**config.mk**
```make
export PLATFORM = sky130hd
export DESIGN_NAME = muldiv_ctrl
export DESIGN_NICKNAME = d
export VERILOG_FILES = /design/src/rtl/muldiv_ctrl.sv
export SDC_FILE = /design/constraint.sdc
export NUM_CORES = 1
export LEC_CHECK = 0
export ABC_AREA = 1
export BUFFER_PORTS_ARGS = -buffer_cell sky130_fd_sc_hd__clkbuf_2
export CAP_MARGIN = 20
export CORE_ASPECT_RATIO = 0.5
export CORE_MARGIN = 2
export CORE_UTILIZATION = 59
export DETAILED_ROUTE_END_ITERATION = 10
export GPL_ROUTABILITY_DRIVEN = 0
export GPL_TIMING_DRIVEN = 0
export PLACE_DENSITY = 0.82
export REMOVE_ABC_BUFFERS = 1
export SYNTH_ARGS = -nofsm -noshare
export SYNTH_HDL_FRONTEND = slang
export SYNTH_SLANG_ARGS = --single-unit
```
**constraint.sdc**
```tcl
create_clock -name clock -period 5 [get_ports clock]
set_input_delay 1 -clock clock [delete_from_list [all_inputs] [get_ports clock]]
set_output_delay 1 -clock clock [all_outputs]
set_load 0.005 [all_outputs]
```
**src/rtl/muldiv_ctrl.sv**
```systemverilog
// RV32M multiply/divide sequencer: registered multiplier issue plus an iterative restoring divider.
// Optional divide result cache enabled by defining MULDIV_RESULT_CACHE_EN.
module muldiv_ctrl #(
  parameter int DWIDTH = 32
) (
  input  logic              clock,
  input  logic              nReset,
  input  logic              start,
  input  logic [2:0]        MDFunc,
  input  logic [DWIDTH-1:0] A,
  input  logic [DWIDTH-1:0] B,
  input  logic              flush,
  output logic [DWIDTH-1:0] mulA,
  output logic [DWIDTH-1:0] mulB,
  output logic [2:0]        mulFunc,
  output logic              mulEn,
  input  logic [DWIDTH-1:0] mulResult,
  output logic              busy,
  output logic              stall,
  output logic              valid,
  output logic [DWIDTH-1:0] MDOut
);

  localparam int CW = $clog2(DWIDTH + 1);
  localparam logic [DWIDTH-1:0] MIN = {1'b1, {(DWIDTH-1){1'b0}}};

  typedef enum logic [1:0] {IDLE, MUL, DIV, DONE} state_t;

  state_t state, state_n;

  logic [CW-1:0]     cnt;
  logic [DWIDTH:0]   rem;
  logic [DWIDTH-1:0] quot;
  logic [DWIDTH-1:0] dvsr;
  logic              neg_q;
  logic              neg_r;

  logic              can_acc;
  logic              accept;
  logic              is_div;
  logic              sgn;
  logic              is_rem;
  logic              b_zero;
  logic              ovf;
  logic              hit;
  logic              fast;
  logic [DWIDTH-1:0] hit_res;
  logic [DWIDTH-1:0] fast_res;
  logic [DWIDTH-1:0] abs_a;
  logic [DWIDTH-1:0] abs_b;
  logic [DWIDTH:0]   shifted;
  logic [DWIDTH:0]   diff;
  logic [DWIDTH:0]   rem_n;
  logic [DWIDTH-1:0] quot_n;
  logic [DWIDTH-1:0] q_fix;
  logic [DWIDTH-1:0] r_fix;
  logic              last;

  assign can_acc = (state == IDLE) || (state == DONE);
  assign accept  = start && can_acc && !flush;
  assign is_div  = MDFunc[2];
  assign sgn     = !MDFunc[0];
  assign is_rem  = MDFunc[1];
  assign b_zero  = (B == '0);
  assign ovf     = sgn && (A == MIN) && (B == '1);
  assign abs_a   = (sgn && A[DWIDTH-1]) ? -A : A;
  assign abs_b   = (sgn && B[DWIDTH-1]) ? -B : B;

`ifdef MULDIV_RESULT_CACHE_EN
  logic [DWIDTH-1:0] c_a;
  logic [DWIDTH-1:0] c_b;
  logic              c_sgn;
  logic [DWIDTH-1:0] c_q;
  logic [DWIDTH-1:0] c_r;
  logic              c_valid;

  assign hit = c_valid && (A == c_a) && (B == c_b)
               && (MDFunc[0] == c_sgn);
  assign hit_res = is_rem ? c_r : c_q;
`else
  assign hit     = 1'b0;
  assign hit_res = '0;
`endif

  assign fast = is_div && (b_zero || ovf || hit);

  always_comb begin
    fast_res = hit_res;
    if (b_zero)
      fast_res = is_rem ? A : '1;
    else if (ovf)
      fast_res = is_rem ? '0 : A;
  end

  // One restoring step: shift in the next dividend bit, keep the
  // difference only when the trial subtract does not borrow.
  assign shifted = (rem << 1) | {{DWIDTH{1'b0}}, quot[DWIDTH-1]};
  assign diff    = shifted - {1'b0, dvsr};
  assign rem_n   = diff[DWIDTH] ? shifted : diff;
  assign quot_n  = {quot[DWIDTH-2:0], !diff[DWIDTH]};
  assign q_fix   = neg_q ? -quot_n : quot_n;
  assign r_fix   = neg_r ? -rem_n[DWIDTH-1:0] : rem_n[DWIDTH-1:0];
  assign last    = (cnt == CW'(1));

  always_ff @(posedge clock) begin
    if (!nReset)
      state <= IDLE;
    else
      state <= state_n;
  end

  always_comb begin
    state_n = state;
    busy    = 1'b0;
    mulEn   = 1'b0;
    valid   = 1'b0;
    unique case (state)
      IDLE, DONE: begin
        valid   = (state == DONE);
        state_n = IDLE;
        if (accept)
          state_n = !is_div ? MUL : (fast ? DONE : DIV);
      end
      MUL: begin
        busy    = 1'b1;
        mulEn   = 1'b1;
        state_n = DONE;
      end
      DIV: begin
        busy = 1'b1;
        if (last)
          state_n = DONE;
      end
      default: state_n = IDLE;
    endcase
    if (flush)
      state_n = IDLE;
    stall = (start && can_acc && !fast) || busy;
  end

  always_ff @(posedge clock) begin
    if (!nReset) begin
      mulA    <= '0;
      mulB    <= '0;
      mulFunc <= '0;
      MDOut   <= '0;
      rem     <= '0;
      quot    <= '0;
      dvsr    <= '0;
      cnt     <= '0;
      neg_q   <= 1'b0;
      neg_r   <= 1'b0;
    end else if (accept) begin
      mulA    <= A;
      mulB    <= B;
      mulFunc <= MDFunc;
      if (fast) begin
        MDOut <= fast_res;
      end else if (is_div) begin
        rem   <= '0;
        quot  <= abs_a;
        dvsr  <= abs_b;
        cnt   <= CW'(DWIDTH);
        neg_q <= sgn && (A[DWIDTH-1] ^ B[DWIDTH-1]);
        neg_r <= sgn && A[DWIDTH-1];
      end
    end else if (!flush && state == MUL) begin
      MDOut <= mulResult;
    end else if (!flush && state == DIV) begin
      rem  <= rem_n;
      quot <= quot_n;
      cnt  <= cnt - CW'(1);
      if (last)
        MDOut <= mulFunc[1] ? r_fix : q_fix;
    end
  end

`ifdef MULDIV_RESULT_CACHE_EN
  always_ff @(posedge clock) begin
    if (!nReset) begin
      c_a     <= '0;
      c_b     <= '0;
      c_sgn   <= 1'b0;
      c_q     <= '0;
      c_r     <= '0;
      c_valid <= 1'b0;
    end else if (state == DIV) begin
      if (flush) begin
        c_valid <= 1'b0;
      end else if (last) begin
        c_a     <= mulA;
        c_b     <= mulB;
        c_sgn   <= mulFunc[0];
        c_q     <= q_fix;
        c_r     <= r_fix;
        c_valid <= 1'b1;
      end
    end
  end
`endif

endmodule

```
==> key figures <==
Finish
  – Sequential Area: 4110 sq um
  – # fillers: 2316
  – Final net count: between 2000 and 3000
  – Area growth syn-to-layout: 14.3%
  – Fraction of layout instances using a drive strength above 1: around an eighth
  – Final instance area: 17200 sq um
  – N_diodes: 0
  – Number of non-filler instances in the completed layout: roughly 3000
  – Multi-input gate area in the final layout: a little over 9000 sq um

Synthesis
  – Netlist cell types: 53
  – Top post-synthesis cells by count: sky130_fd_sc_hd__nand2_1, sky130_fd_sc_hd__inv_1, sky130_fd_sc_hd__nor2_1
  – Multiplexer area fraction after synthesis: 0%
  – Main area contributors after synthesis: sky130_fd_sc_hd__dfxtp_1, sky130_fd_sc_hd__nand2_1, sky130_fd_sc_hd__a21oi_1
  – Mapped cell area: between 15000 and 20000 sq um
  – Ys flop type: sky130_fd_sc_hd__dfxtp_1
  – Post-synthesis adder-cell area fraction: roughly 3.6%
  – Count of yosys warnings during synthesis: 0
  – Share of synthesized registers carrying an async set or reset: 0%
  – EDFF count, synth: 0
  – Dominant cell by count in the synthesized netlist: sky130_fd_sc_hd__nand2_1
  – Cell type with the highest aggregate area in the netlist: sky130_fd_sc_hd__dfxtp_1
  – Average cell area after synthesis: approximately 6.0 sq um
  – Synth Area in Simple Gates: around 35%
  – Share of the synthesized netlist area taken by xor and xnor gates: 2.68%
  – Fraction of synthesized cell area taken by the top area cell type: 27.3%
  – Compound-cell area share of the yosys netlist: 20.7%
  – Instance count of the mapped netlist: ~2500
  – Sequential cell area fraction in the yosys report: a little over a quarter
  – Largest family of logic cells by synthesized area: simple AND/OR/NAND/NOR gates
  – Synth Register Bits: slightly above 200

Placement
  – Port Buffer Count: around 210
  – Worst Setup Slack post-DPL: -656 ps
  – Total instance count after detailed placement: approximately 2900
  – Detailed Place HPWL: 36.5 mm
  – Area after DPL: about 16000 sq um

Critical path
  – Crit-path slowest cell: sky130_fd_sc_hd__nor4_1
  – Crit path buf inv count: 4
  – Cell-by-cell trace of the critical path: clkbuf_2, inv_1, nor4_1, nand4_1, nor2_1, nand2_1, nor3_1, nand3_1, a21oi_1, inv_1, nand2_1, nand2_1, clkbuf_2
  – Cell repeated most along the worst path: sky130_fd_sc_hd__nand2_1
  – Largest driver fanout on the critical path: 4
  – Setup crit end kind: primary output
  – Cell family with the largest share of critical-path delay: simple AND/OR/NAND/NOR gates
  – Worst path required time: 4000 ps
  – Slowest Stage Delay on Critical Path: approximately 1200 ps
  – Startpoint of the worst register-to-register path: quot[31]
  – Critical setup path kind: input pin to primary output
  – Worst setup startpoint: B[31]
  – Arrival time of the worst setup path: approximately 4000 ps
  – Type of element launching the critical path: input pin

Floorplanning
  – Floorplan die height: between 100 and 150 um
  – Num ports: between 200 and 250
  – Area of the die: approximately 27000 sq um
  – Starting density of the core: roughly three fifths
  – Site Rows: 41
  – Std-Cell Core Area: between 20000 and 30000 sq um
  – Die extent in x: 230 um

Timing
  – Final Worst Setup Slack: 4.91 ps
  – Slew headroom: 0.129%
  – Transition time of the tightest slew-check pin: about 1500 ps
  – Setup violators final: 0
  – Skew final: around 19 ps
  – Post-route clock period utilization: 99.9%
  – Min cycle time layout: between 4000 and 5000 ps
  – Final-report max-slew violation count: 0
  – Final count of hold timing violations: 0
  – Achievable frequency: between 200 and 250 MHz
  – RSZ-0062 raised after global routing: yes

Global route
  – GRT met1 Usage: between 50% and 60%
  – Global-route wire length before repair: 77.5 mm
  – Met2 global-route usage: 53.4%
  – GR Layer Usage met3: a little under 7%
  – Gr busiest metal: met2
  – Vias in the first global route: about 15000
  – Pin count of the biggest net entering global routing: 85
  – GRT Resource Usage Total: a little over a third
  – Residual overflow from global routing: 0
  – Antenna violations before repair: 0

Drt
  – 1st-pass router iterations: 8
  – Number of DRC markers after the initial detailed-route iteration: 2327
  – Overall routed net length: roughly 50 mm
  – Overall via count from detail_route: ~17000
  – Detail Route Antenna Nets: 0
  – DR WL/cell: 16.7 um
  – Drc violations: 0
  – Avg Vias per Cell: 5.79

Clocking
  – CTS tree: done
  – Clock root cell: sky130_fd_sc_hd__clkbuf_16
  – Cts bufs inserted: 21
  – Clock-pin slew on the worst setup and hold paths: ~70 ps
  – Clock latency of the later-clocked register in the worst-skew pair: about 530 ps
  – CTS HTree Levels: 1
  – Worst-case clock buffer depth: 3
  – CTS Sinks: 205

Run status
  – Status: complete, but fails checks
  – Violations in the final reports: max-capacitance violations

Min path
  – Path category of the worst min-delay check: flip-flop to flip-flop
  – Worst hold start: mulA[24]

Power and ir drop
  – Pwr dens: about 350 nW/um^2
  – Maximum resistive drop on vdd: between 200 and 250 uV
  – Leakage power figure: 8.32 nW

Flow run
  – # Max-Cap Violations: 1
## through the flow
stage	power (mW)	hold WS [ps]	util [%]	TNS [ps]
after floorplan	3.46	453	-	-226730
after global placement	4.08	452	63.7	-933120
after detailed placement	4.13	457	64.6	-32620
after CTS	5.85	467	67.7	-14.1
after global routing	6.35	481	68.5	-146
final	6.00	465	68.5	0
## sequential cells by signal, indices dropped and copies added, names as in the netlist
register / flops
neg_r: 1
neg_q: 1
mulA: 32
cnt: 6
MDOut: 32
rem: 32
mulB: 32
dvsr: 32
state: 2
quot: 32
mulFunc: 3
## path summary, 6_finish.rpt
kind	endpoint	slack (ps)	cells after the start
worst min register to register	mulA[24]	470	2
worst max register to register	MDOut[30]	220	30
worst min-delay path	mulA[24]	470	2
worst max-delay path	stall	5	13
## logic make-up (layout without fill, tap and decap cells)
kind of cell | after synthesis | count (layout)
fa+ha+maj | 43 | 43
xor+xnor | 46 | 46
compound gates | 567 | 567
simple gates | 1210 | 1213
flops | 205 | 205
buf+inv | 422 | 575
## cell usage in the layout, fill, tap and decap left out, types with 8 or more instances in the layout
cell                        netlist  final
sky130_fd_sc_hd__xnor2_1         12     12
sky130_fd_sc_hd__nand4_1         17     17
sky130_fd_sc_hd__nor3_1          41     39
sky130_fd_sc_hd__a211oi_1         8      8
sky130_fd_sc_hd__nor4_1          12     12
sky130_fd_sc_hd__clkbuf_16        0     21
sky130_fd_sc_hd__inv_1          304    304
sky130_fd_sc_hd__buf_16           0      8
sky130_fd_sc_hd__xor2_1          34     34
sky130_fd_sc_hd__o21ai_1         16     17
sky130_fd_sc_hd__a31oi_1         13     13
sky130_fd_sc_hd__nand3_1        141    139
sky130_fd_sc_hd__o21ai_0        197    195
sky130_fd_sc_hd__dfxtp_1        205    204
sky130_fd_sc_hd__clkbuf_2         0    204
sky130_fd_sc_hd__nand2_4          8     10
sky130_fd_sc_hd__o22ai_1         37     37
sky130_fd_sc_hd__ha_1            42     42
sky130_fd_sc_hd__nor2_2           8     10
sky130_fd_sc_hd__or2_2            9      9
sky130_fd_sc_hd__nand3_2          6      8
sky130_fd_sc_hd__nand3b_1         9      9
sky130_fd_sc_hd__a41oi_1          9      9
sky130_fd_sc_hd__o211ai_1        23     23
sky130_fd_sc_hd__nor2_1         279    277
sky130_fd_sc_hd__a21oi_1        235    235
sky130_fd_sc_hd__nand2_2         21     22
sky130_fd_sc_hd__nand2_1        643    641
## area by class of cell
class | instances | share of cell area [%]
Clock buffer | 27 | 3.42
Tap cell | 344 | 2.51
Sequential cell | 205 | 23.9
Multi-Input combinational cell | 1869 | 54.4
Inverter | 313 | 6.87
Timing Repair Buffer | 225 | 8.02
Clock inverter | 10 | 0.896
## where the power goes
part           internal (mW)  switching [mW]
Combinational          0.775            1.67
Sequential              1.74          0.0830
Clock                  0.998           0.732
## metal layers
metal / routed length [um] / part of all wire, % / vias to the layer above
met1: 22400 / 45 / 7830
met4: 1210 / 2.4 / 0
li1: - / - / 8446
met3: 5950 / 12 / 110
met2: 20600 / 41 / 954
met5: 0 / 0 / -
## worst register-to-register path, delay by kind of cell (launching register included)
family	cells	cell delay, ps
buffers and inverters	2	250
and+or+nand+nor	20	2500
adders and majority gates	3	940
AOI/OAI and AO/OA	5	620
DFF	1	330
## timing repair
action / 4_1_cts / 5_1_grt
pin swaps: 0 / 5
hold buffers: 0 / 0
gates cloned: 0 / 3
resized for setup: 5 / 9
buffers inserted: 0 / 7
endpoints found under the setup margin: 51 / 50
Power figures use the tool's default switching activity.
